## src/rtl/dm_store_buffer.sv

```systemverilog
// In-order store buffer between the MEM-stage store path and data memory, with load forwarding.
// Optional build macro SB_MERGE_EN: a store to the youngest entry's word merges into that entry.
module dm_store_buffer #(
    parameter int unsigned DEPTH = 4,
    parameter int unsigned PTR_W = 2
) (
    input  logic             clk,
    input  logic             reset,
    input  logic             st_valid,
    output logic             st_ready,
    input  logic [31:0]      st_addr,
    input  logic [31:0]      st_data,
    input  logic [3:0]       st_be,
    input  logic [31:0]      st_pc,
    input  logic             ld_valid,
    input  logic [31:0]      ld_addr,
    output logic             ld_hit,
    output logic [31:0]      ld_data,
    output logic             ld_stall,
    input  logic             drain_en,
    output logic             dm_we,
    output logic [31:0]      dm_addr,
    output logic [31:0]      dm_wd,
    output logic [3:0]       dm_be,
    output logic [31:0]      dm_pc,
    output logic             empty,
    output logic [PTR_W:0]   count
);

    localparam int unsigned CNT_W = PTR_W + 1;
    localparam int unsigned AW    = 30;

    logic [AW-1:0]    addr_q [DEPTH];
    logic [31:0]      data_q [DEPTH];
    logic [3:0]       be_q   [DEPTH];
    logic [31:0]      pc_q   [DEPTH];
    logic [DEPTH-1:0] valid_q;
    logic [PTR_W-1:0] head_q, tail_q;
    logic [CNT_W-1:0] count_q, count_d;

    logic             full_c, merge_ok_c, merge_c, alloc_c, pop_c;
    logic             lk_hit_c;
    logic [3:0]       lk_be_c;
    logic [31:0]      lk_data_c;
    logic [PTR_W-1:0] lk_idx_c;
    logic             unused_addr_lsb_c;

    assign unused_addr_lsb_c = ^{st_addr[1:0], ld_addr[1:0]};

    assign empty  = (count_q == '0);
    assign count  = count_q;
    assign full_c = (count_q == CNT_W'(DEPTH));
    assign pop_c  = !empty && drain_en;
    assign dm_we  = pop_c;

`ifdef SB_MERGE_EN
    logic [PTR_W-1:0] yng_idx_c;
    logic [31:0]      st_mask_c;

    assign yng_idx_c  = tail_q - PTR_W'(1);
    assign st_mask_c  = {{8{st_be[3]}}, {8{st_be[2]}}, {8{st_be[1]}}, {8{st_be[0]}}};
    // A lone entry that is leaving this cycle cannot absorb the store.
    assign merge_ok_c = !empty && valid_q[yng_idx_c] && (addr_q[yng_idx_c] == st_addr[31:2])
                        && !((count_q == CNT_W'(1)) && pop_c);
`else
    assign merge_ok_c = 1'b0;
`endif

    assign st_ready = !full_c || merge_ok_c;
    assign merge_c  = st_valid && merge_ok_c;
    assign alloc_c  = st_valid && !full_c && !merge_ok_c;
    assign count_d  = count_q + CNT_W'(alloc_c) - CNT_W'(pop_c);

    // Head entry is presented to the DM port whenever the buffer holds anything.
    assign dm_addr = empty ? 32'h0 : {addr_q[head_q], 2'b00};
    assign dm_wd   = empty ? 32'h0 : data_q[head_q];
    assign dm_be   = empty ? 4'h0  : be_q[head_q];
    assign dm_pc   = empty ? 32'h0 : pc_q[head_q];

    // Walk oldest to youngest so the last match seen is the youngest.
    always_comb begin
        lk_hit_c  = 1'b0;
        lk_be_c   = 4'h0;
        lk_data_c = 32'h0;
        lk_idx_c  = '0;
        for (int unsigned i = 0; i < DEPTH; i++) begin
            lk_idx_c = head_q + PTR_W'(i);
            if ((CNT_W'(i) < count_q) && valid_q[lk_idx_c] &&
                (addr_q[lk_idx_c] == ld_addr[31:2])) begin
                lk_hit_c  = 1'b1;
                lk_be_c   = be_q[lk_idx_c];
                lk_data_c = data_q[lk_idx_c];
            end
        end
    end

    assign ld_hit   = ld_valid && lk_hit_c && (lk_be_c == 4'hF);
    assign ld_stall = ld_valid && lk_hit_c && (lk_be_c != 4'hF);
    assign ld_data  = ld_hit ? lk_data_c : 32'h0;

    always_ff @(posedge clk or negedge reset) begin
        if (!reset) begin
            head_q  <= '0;
            tail_q  <= '0;
            count_q <= '0;
            valid_q <= '0;
        end else begin
            if (pop_c) begin
                head_q          <= head_q + PTR_W'(1);
                valid_q[head_q] <= 1'b0;
            end
            if (alloc_c) begin
                tail_q          <= tail_q + PTR_W'(1);
                valid_q[tail_q] <= 1'b1;
            end
            count_q <= count_d;
        end
    end

    // Payload storage carries no reset; validity is tracked by the pointers.
    always_ff @(posedge clk) begin
        if (alloc_c) begin
            addr_q[tail_q] <= st_addr[31:2];
            data_q[tail_q] <= st_data;
            be_q[tail_q]   <= st_be;
            pc_q[tail_q]   <= st_pc;
        end
`ifdef SB_MERGE_EN
        else if (merge_c) begin
            data_q[yng_idx_c] <= (data_q[yng_idx_c] & ~st_mask_c) | (st_data & st_mask_c);
            be_q[yng_idx_c]   <= be_q[yng_idx_c] | st_be;
            pc_q[yng_idx_c]   <= st_pc;
        end
`endif
    end

endmodule
```

## config.mk

```make
export PLATFORM = sky130hd
export DESIGN_NAME = dm_store_buffer
export DESIGN_NICKNAME = d
export VERILOG_FILES = /design/src/rtl/dm_store_buffer.sv
export SDC_FILE = /design/constraint.sdc
export NUM_CORES = 1
export LEC_CHECK = 0
export ABC_AREA = 1
export BUFFER_PORTS_ARGS = -buffer_cell sky130_fd_sc_hd__buf_2
export CORE_ASPECT_RATIO = 0.7
export CORE_MARGIN = 10
export CORE_UTILIZATION = 48
export CTS_BUF_LIST = sky130_fd_sc_hd__clkbuf_16
export DETAILED_ROUTE_END_ITERATION = 10
export PLACE_DENSITY_LB_ADDON = 0.2
export SLEW_MARGIN = 15
export SYNTH_ARGS = -nofsm -noshare
export SYNTH_HDL_FRONTEND = slang
export SYNTH_SLANG_ARGS = --single-unit
```

## constraint.sdc

```tcl
create_clock -name clk -period 5.21 [get_ports clk]
set_input_delay 0.2605 -clock clk [delete_from_list [all_inputs] [get_ports clk]]
set_output_delay 0.2605 -clock clk [all_outputs]
set_load 0.01 [all_outputs]
```

==> impl_metrics.ini <==
[outcome]
status = complete, no violations

[timing]
hold_viol = 0
tightest_slew_ns = 1.16
fin_skew_ns = 0.0227
grt_setup_unrepaired = false
slew_headroom_pct = 23.0
period_share_pct = 96.5
slew_viol_final = 0
worst_slack_ns = 0.183
setup_viol = 0
fin_crit_ns = 5.03
fmax_mhz = 199

[placed_design]
dpl.hpwl_um = 45900
io_buffers = 270
globalplace.congestion = 0.928
place_ws_ns = 0.522

[synth]
post_synth_xor_area_fraction_pct = 0.608
yosysSeqAreaShare_pct = 52.3
synthMuxAreaShare_pct = 2.91
synth_compound_area_share_pct = 8.34
synth-seq-cells = 403
synth_edf_count = 392
ys_types = 34
synthAdderAreaFrac_pct = 0.738
synth.avg_cell_area_um2 = 8.20
synthSimpleGateAreaFrac_pct = 29.2
synth_cells = 2811
ys.flop_type = edfxtp_1
syn-cell-area_um2 = 23100
synth_top_family_by_area = simple AND/OR/NAND/NOR gates
synth_warnings = 0
synthArstFlopShare_pct = 2.73

[setup_path]
startpoint_type = flop
slowest_delay_ns = 0.55
timing.critical_path.cells = inv_6 -> ha_4 -> inv_6 -> buf_4 -> nand3_1 -> nand3_1 -> nand4_1 -> nor2_1 -> nand2_1 -> nor2_1 -> nand3b_4 -> buf_4 -> inv_2 -> buf_4 -> a21oi_1 -> a21oi_1 -> nor2_1 -> buf_2
path_max_fanout = 34
r2r_cells = 5
worstPathRequired_ns = 4.95
critical_path_arrival_ns = 4.77
reg2reg_to = data_q[2][9]
cp_slowest_cell = dfrtp_4
reg2reg_from = count[1]
criticalPathCategory = flop to output pin
end_kind = output pin
r2r_setup_slack_ns = 2.43

[die]
ios = 277
num_rows = 67
die_width_um = 282
dieHeight_um = 203
core_um2 = 47700
die-area_um2 = 57300
start_util_pct = 48.3

[power_and_ir_drop]
leakagePower_nw = 11.7
p_per_area_nw_per_um2 = 635
vdd_drop_max_v = 0.000653
power_w = 0.0173

[final_layout]
drive_above_1_share_pct = 12.3
fin_nets = 3238
final_cell_mix = 853 x nand2_1, 392 x edfxtp_1, 373 x nor2_1
mostFrequentLayoutCell = nand2_1
fillCellCount = 4233
regArea_um2 = 12100
multi_input_area_um2 = 9740
area_delta_synth_final_pct = 17.9

[detailed_routing]
drt_first_iter_violations = 2459
post-route-drc-count = 0
vias = 21200
antenna_left = 0
wl_um = 74300
wl_per_cell_um = 19.8
first_pass_iters = 8
vias_per_cell = 5.67

[clock_network]
cts_tree = built
numCtsBuffers = 42
clk_pin_slew_ns = 0.06
clock_tree.buffer_depth = 3
htree_levels = 2
cts_sinks = 403
cts_root_buf = clkbuf_16
insertion_delay_ns = 0.58

[grt]
gr-usage-all-layers_pct = 24.3
grt_overflow_total = 0
grt_pass1_vias = 19900
grt_pass1_wl_um = 110000
grt_max_degree = 261
antenna_found_initial = 9

[flow_run]
cap_viol_max_count = 0

[hold_path]
hold_path.class = input port to async pin
-- final cells by class --
cell class	instances	area share, %
well taps	621	2.86
multi-input cells	2120	35.8
inverters	123	1.75
clock buffers	42	3.87
clock inverters	31	0.971
flip-flops and latches	403	44.3
repair buffers	398	10.3
diodes	6	0.0552
-- repair_timing --
item,in CTS,in global routing
resized for setup,3,7
hold buffers,99,0
hold endpoints to repair,403,0
setup buffers,0,3
pin swaps,0,1
cloned,0,4
endpoints found under the setup margin,32,33
-- through the flow --
stage	instance area (µm²)	instances	setup TNS (ns)	hold WS [ns]	utilization, %
5_1_grt	27200	3742	0	0.118	57.0
2_1_floorplan	23100	2812	-168.90	-0.0351	-
6_report	27200	3744	0	0.0994	57.0
4_1_cts	27000	3731	0	0.0656	56.6
3_3_place_gp	24700	3559	0	0.146	51.7
3_5_place_dp	24700	3559	0	0.154	51.7
-- critical path, delay by kind of cell, from the launching register on --
kind                       cells  cell delay [ns]
adders and majority gates      1             0.31
AOI/OAI and AO/OA              2             0.33
buffers and inverters          7             1.74
DFF                            1             0.55
and+or+nand+nor                8             1.13
-- Yosys cell counts, types with 3 or more instances --
cell type | count | area [µm²]
nand4_1 | 29 | 181
nor2_1 | 377 | 1420
buf_1 | 23 | 86.3
o21ai_0 | 270 | 1350
inv_2 | 4 | 15.0
edfxtp_1 | 392 | 11800
nand2_1 | 854 | 3210
ha_1 | 12 | 150
buf_6 | 15 | 169
a21oi_1 | 104 | 521
buf_2 | 51 | 255
mux2i_1 | 67 | 671
nand3_1 | 359 | 1800
nor3_1 | 3 | 15.0
inv_1 | 118 | 443
buf_4 | 25 | 188
clkbuf_1 | 53 | 199
nor2_2 | 6 | 37.5
and2_1 | 4 | 25.0
xor2_1 | 16 | 140
o21ai_1 | 4 | 20.0
or2_2 | 3 | 18.8
dfrtp_1 | 11 | 275
-- registers in the layout (all words and copies together), names as in the netlist --
name	cells
addr_q	120
be_q	16
count	3
data_q	128
head_q	2
pc_q	128
tail_q	2
valid_q	4
-- worst max-delay path by stage --
stage,startpoint,endpoint,slack [ns],cells after the start
finish,head_q[0],ld_data[4],0.18,18
global route,head_q[0],ld_data[11],0.04,20
CTS,head_q[0],ld_data[3],0.18,18
detailed placement,head_q[0],ld_data[5],0.52,16
global placement,head_q[1],ld_data[26],0.65,18
floorplan,count[1],addr_q[0][0],-0.43,5
-- layer usage --
metal / vias up / share of wire, % / track usage, %
met5: - / 0.059 / 0
met4: 6 / 2.4 / 7.45
met3: 139 / 10 / 5.36
met2: 1075 / 44 / 37.1
met1: 9937 / 43 / 34.2
li1: 10100 / - / -
-- power by group --
group | total, W | switching, W | internal [W]
registers | 0.00454 | 0.000247 | 0.00429
logic | 0.00983 | 0.00683 | 0.00300
clock network | 0.00290 | 0.00128 | 0.00162
-- kinds of logic (layout without fill, tap and decap cells) --
family | count (synthesis) | after routing
simple gates | 1639 | 1640
fa+ha+maj | 13 | 13
other cells | 1 | 8
compound gates | 382 | 382
mux | 67 | 67
xor+xnor | 16 | 16
flops | 403 | 403
buf+inv | 290 | 594
Note: power is estimated with default switching activity, not from simulation.
